File: config.mk
export PLATFORM = sky130hd
export DESIGN_NAME = data_sram_axi_bridge
export DESIGN_NICKNAME = d
export VERILOG_FILES = /design/src/rtl/axi_bridge_pkg.sv /design/src/rtl/data_sram_axi_bridge.sv
export SDC_FILE = /design/constraint.sdc
export NUM_CORES = 1
export LEC_CHECK = 0
export CAP_MARGIN = 20
export CORE_MARGIN = 2
export CORE_UTILIZATION = 35
export CTS_BUF_LIST = sky130_fd_sc_hd__clkbuf_8
export CTS_CLUSTER_DIAMETER = 30
export DETAILED_ROUTE_END_ITERATION = 7
export DONT_BUFFER_PORTS = 1
export PLACE_DENSITY_LB_ADDON = 0.25
export REMOVE_ABC_BUFFERS = 1
export SETUP_SLACK_MARGIN = 0.4
export SYNTH_ARGS = -nofsm -noshare
export SYNTH_HDL_FRONTEND = slang
export SYNTH_SLANG_ARGS = --single-unit
export TNS_END_PERCENT = 30
File: constraint.sdc
create_clock -name clk -period 4.65 [get_ports clk]
set_input_delay 0.6975 -clock clk [delete_from_list [all_inputs] [get_ports clk]]
set_output_delay 0.6975 -clock clk [all_outputs]
set_load 0.02 [all_outputs]
File: src/rtl/axi_bridge_pkg.sv
// Shared types and constants for the data-side SRAM-to-AXI bridge.
// Holds the FSM encoding and the AXI transfer size codes.
package axi_bridge_pkg;

  typedef enum logic [2:0] {
    IDLE,
    RD_AR,
    RD_R,
    WR_AWW,
    WR_B,
    DONE
  } state_e;

  localparam logic [2:0] AXI_SIZE_WORD = 3'd2;
  localparam logic [2:0] AXI_SIZE_HALF = 3'd1;
  localparam logic [2:0] AXI_SIZE_BYTE = 3'd0;

  // Map a byte-enable pattern to an AXI size code.
  // Unusual patterns fall back to a full word; wstrb still masks bytes.
  function automatic logic [2:0] wen_to_size(
    input logic [3:0] wen
  );
    logic [2:0] size;
    unique case (wen)
      4'b1111: size = AXI_SIZE_WORD;
      4'b0011,
      4'b1100: size = AXI_SIZE_HALF;
      4'b0001,
      4'b0010,
      4'b0100,
      4'b1000: size = AXI_SIZE_BYTE;
      default: size = AXI_SIZE_WORD;
    endcase
    return size;
  endfunction

endpackage

File: src/rtl/data_sram_axi_bridge.sv
// Turns a single SRAM-style core data request into one AXI4 transaction.
// One transaction in flight; DONE waits out the core's global stall.
module data_sram_axi_bridge
  import axi_bridge_pkg::*;
(
  input  logic        clk,
  input  logic        resetn,

  input  logic        data_sram_en,
  input  logic [3:0]  data_sram_wen,
  input  logic [31:0] data_sram_addr,
  input  logic [31:0] data_sram_wdata,
  output logic [31:0] data_sram_rdata,
  output logic        memory_stall,
  input  logic        longest_stall_m,

  output logic [3:0]  arid,
  output logic [31:0] araddr,
  output logic [7:0]  arlen,
  output logic [2:0]  arsize,
  output logic        arvalid,
  input  logic        arready,
  input  logic [31:0] rdata,
  input  logic        rvalid,
  output logic        rready,

  output logic [3:0]  awid,
  output logic [31:0] awaddr,
  output logic [7:0]  awlen,
  output logic [2:0]  awsize,
  output logic        awvalid,
  input  logic        awready,
  output logic [31:0] wdata,
  output logic [3:0]  wstrb,
  output logic        wlast,
  output logic        wvalid,
  input  logic        wready,
  input  logic        bvalid,
  output logic        bready
);

  state_e      state_q, state_d;
  logic [31:0] addr_q, addr_d;
  logic [3:0]  wen_q, wen_d;
  logic [31:0] wdata_q, wdata_d;
  logic [31:0] rdata_q, rdata_d;
  logic        aw_done_q, aw_done_d;
  logic        w_done_q, w_done_d;
  logic        aw_hs;
  logic        w_hs;

  // Register state, the latched request and returned read data.
  always_ff @(posedge clk) begin
    if (resetn) begin
      state_q   <= IDLE;
      addr_q    <= 32'h0;
      wen_q     <= 4'h0;
      wdata_q   <= 32'h0;
      rdata_q   <= 32'h0;
      aw_done_q <= 1'b0;
      w_done_q  <= 1'b0;
    end else begin
      state_q   <= state_d;
      addr_q    <= addr_d;
      wen_q     <= wen_d;
      wdata_q   <= wdata_d;
      rdata_q   <= rdata_d;
      aw_done_q <= aw_done_d;
      w_done_q  <= w_done_d;
    end
  end

  // Next-state logic and state-decoded AXI handshakes.
  always_comb begin
    state_d   = state_q;
    addr_d    = addr_q;
    wen_d     = wen_q;
    wdata_d   = wdata_q;
    rdata_d   = rdata_q;
    aw_done_d = aw_done_q;
    w_done_d  = w_done_q;
    arvalid   = 1'b0;
    rready    = 1'b0;
    awvalid   = 1'b0;
    wvalid    = 1'b0;
    bready    = 1'b0;
    aw_hs     = 1'b0;
    w_hs      = 1'b0;
    unique case (state_q)
      IDLE: begin
        if (data_sram_en) begin
          addr_d    = data_sram_addr;
          wen_d     = data_sram_wen;
          wdata_d   = data_sram_wdata;
          aw_done_d = 1'b0;
          w_done_d  = 1'b0;
          if (data_sram_wen == 4'h0) begin
            state_d = RD_AR;
          end else begin
            state_d = WR_AWW;
          end
        end
      end
      RD_AR: begin
        arvalid = 1'b1;
        if (arready) begin
          state_d = RD_R;
        end
      end
      RD_R: begin
        rready = 1'b1;
        if (rvalid) begin
          rdata_d = rdata;
          state_d = DONE;
        end
      end
      WR_AWW: begin
        awvalid   = !aw_done_q;
        wvalid    = !w_done_q;
        aw_hs     = awvalid && awready;
        w_hs      = wvalid && wready;
        aw_done_d = aw_done_q || aw_hs;
        w_done_d  = w_done_q || w_hs;
        if (aw_done_d && w_done_d) begin
          aw_done_d = 1'b0;
          w_done_d  = 1'b0;
          state_d   = WR_B;
        end
      end
      WR_B: begin
        bready = 1'b1;
        if (bvalid) begin
          state_d = DONE;
        end
      end
      DONE: begin
        if (!longest_stall_m) begin
          state_d = IDLE;
        end
      end
      default: begin
        state_d = IDLE;
      end
    endcase
  end

  // Stall the core from the request cycle until the reply lands.
  always_comb begin
    memory_stall = 1'b0;
    unique case (state_q)
      IDLE:    memory_stall = data_sram_en;
      RD_AR,
      RD_R,
      WR_AWW,
      WR_B:    memory_stall = 1'b1;
      default: memory_stall = 1'b0;
    endcase
  end

  assign data_sram_rdata = rdata_q;

  assign arid   = 4'h0;
  assign araddr = addr_q;
  assign arlen  = 8'h0;
  assign arsize = AXI_SIZE_WORD;

  assign awid   = 4'h0;
  assign awaddr = addr_q;
  assign awlen  = 8'h0;
  assign awsize = wen_to_size(wen_q);
  assign wdata  = wdata_q;
  assign wstrb  = wen_q;
  assign wlast  = 1'b1;

endmodule

==> impl_metrics.yaml <==
placed_design:
  place_hpwl_mm: 7.345
  io_buffers: 0
  gp_congestion: 0.7782
pwr:
  peakVddDrop_mv: 0.1586
  power.leakage_nw: 1.550
  power.density_nw_per_um2: 497.3
timing:
  skew_ns: 0.007199
  rsz0062_at_grt: "no"
  timing.fmax_ghz: 0.3941
  min_period_over_period_pct: 54.56
  min_period_ns: 2.537
  worst_slew_pin_slew_ns: 0.7772
  finalHoldViolCount: 0
  setup_viol: 0
  slew_violations: 0
  relSlewSlack_pct: 48.12
  tns_ns: 0
clocking:
  cts_resized: 0
  post_cts.repair.setup_buffers: 0
  h-tree-depth: 3
  cts_sinks: 105
  hold_buffers: 0
  cts_made_buffers: 9
  cts_root_buf: "clkbuf_8"
  cts_tree: "done"
  cts_buffer_depth: 2
  clkSlewWorstSetupHoldPaths_ns: 0.10
  clk_latency_ns: 0.37
finish:
  final-seq-area_sq_um: 2102
  mostFrequentLayoutCells: "204 x nand2_1, 105 x dfxtp_1, 103 x a21oi_1, 29 x conb_1"
  antennaDiodeCount: 0
  layout.cells.most_common: "nand2_1"
  fin_nets: 610
  finish.utilization_pct: 35.57
  multi_input_area_sq_um: 1712
  area_growth_pct: -1.375
  drive_gt1_share_pct: 4.941
  num-fill-cells: 1312
grt:
  grt_pass1_vias: 2948
  antenna_found_initial: 0
  grt-ovfl-total: 0
  grt_max_degree: 104
  grt_pass1_wl_mm: 15.12
  grt.total_usage_pct: 14.76
yosys:
  ys_warn_count: 0
  yosys.area.top_type: "dfxtp_1"
  netlist_instances: 558
  synth.cell_area_sq_um: 4368
  synth-seq-cells: 105
  ys_seq_area_share_pct: 48.12
  syn_avg_cell_area_sq_um: 7.828
  post_synth_num_cell_types: 28
  synth_area_leaders: "dfxtp_1 48%, nand2_1 18%, a21oi_1 12%"
  yosys.area.top_type_share_pct: 48.12
worst_setup_path:
  worstPathArrival_ns: 1.84
  cp-start-kind: "flop"
  critPathKind: "reg2out"
  reg2regPathDepth: 3
  path_max_fanout: 14
  crit_chain: "inv_1, nor3_1"
  cp-end-kind: "output port"
  crit_required_ns: 3.95
  slowest_stage: "dfxtp_1"
  max_stage_delay_ns: 0.68
worst_hold_path:
  worst_hold_path.num_cells: 1
  hp-class: "in2reg"
route:
  routed_wl_mm: 10.44
  vias_per_cell: 4.853
  dr.pass1.iters: 4
  wl_per_cell_um: 15.49
  vias: 3271
  first_iter_violations: 136
  drc: 0
  drtAntennaViolNets: 0
floorplan:
  start_util_pct: 36.06
  coreArea_sq_um: 12110
  die_y_um: 115.7
  num_rows: 40
  dieArea_sq_um: 13390
  die_w_um: 115.7
  ioPinCount: 278
flow_run:
  drv_cap: 0
outcome:
  status: "complete, no violations"
==> flip-flops by register name (all words and copies together), names as in the netlist <==
| name | count |
|---|---|
| data_sram_rdata | 32 |
| aw_done_q | 1 |
| araddr | 32 |
| wdata | 32 |
| w_done_q | 1 |
| wstrb | 4 |
| state_q | 3 |
==> worst paths after layout <==
| kind | from | to | slack [ns] |
|---|---|---|---|
| worst max-delay path | state_q[2] | bready | 2.11 |
| worst min-delay path | resetn | data_sram_rdata[23] | 0.37 |
| worst max register to register | state_q[0] | araddr[19] | 2.68 |
| worst min register to register | w_done_q | w_done_q | 0.51 |
==> metal layers <==
metal / up-vias / GRT usage, % / part of all wire [%]
met5: - / 0 / 0
met1: 1488 / 14.96 / 37
met3: 15 / 6.799 / 12
met4: 0 / 7.143 / 2.1
li1: 1585 / - / -
met2: 183 / 25.73 / 49
==> Yosys cell counts <==
cell,number
mux2i_1,5
nor2_1,9
nand2_1,204
dfxtp_1,105
nand3_1,2
o2111ai_1,2
o22a_1,1
buf_2,11
inv_1,5
conb_1,2
nor4b_4,1
buf_6,5
o22ai_1,2
nand4bb_1,1
nand2b_1,2
or4b_4,1
and4bb_2,2
nor4bb_1,1
xnor2_1,1
nor3_1,3
clkbuf_1,22
buf_4,61
a21oi_1,103
or3b_2,1
a2111oi_0,1
o221a_2,1
a32o_1,1
o21ai_0,3
==> final cells by class <==
class                           count  share of cell area [%]
Multi-Input combinational cell    376                   39.73
Clock inverter                      7                   2.585
Sequential cell                   105                   48.79
Clock buffer                        9                   2.875
Timing Repair Buffer                4                  0.6971
Inverter                            5                  0.4357
Tap cell                          168                   4.879
==> cell families (layout without fill, tap and decap cells) <==
family | count (synthesis) | in the layout | synth area share [%]
muxes | 5 | 5 | 1.146
AOI/OAI and AO/OA | 114 | 114 | 13.72
and+or+nand+nor | 227 | 227 | 21.28
DFF | 105 | 105 | 48.12
other | 2 | 29 | 0.1719
xor gates and xnor gates | 1 | 1 | 0.2006
buffers and inverters | 104 | 25 | 15.35
==> stage by stage <==
stage	area, sq um	setup WS (ns)	power [mW]	instances	hold WS [ns]
2_1_floorplan	3817	1.351	1.421	486	0.4578
3_5_place_dp	4073	2.509	1.511	658	0.4901
6_report	4308	2.113	2.142	674	0.3746
4_1_cts	4308	2.073	2.182	674	0.3512
3_3_place_gp	4073	2.561	1.497	658	0.4818
5_1_grt	4308	1.976	2.264	674	0.3581
==> power by group <==
| part | leakage [nW] | internal [mW] | switching [mW] |
|---|---|---|---|
| clock | 0.126 | 0.354 | 0.307 |
| combinational | 0.567 | 0.0911 | 0.190 |
| sequential | 0.857 | 0.982 | 0.219 |
==> worst max-delay path: cells and delay by family (launching register included) <==
family | cells | cell delay (ns)
flops | 1 | 0.68
simple gates | 1 | 0.61
buf+inv | 1 | 0.18
No activity file was read; power rests on OpenSTA's default activity.
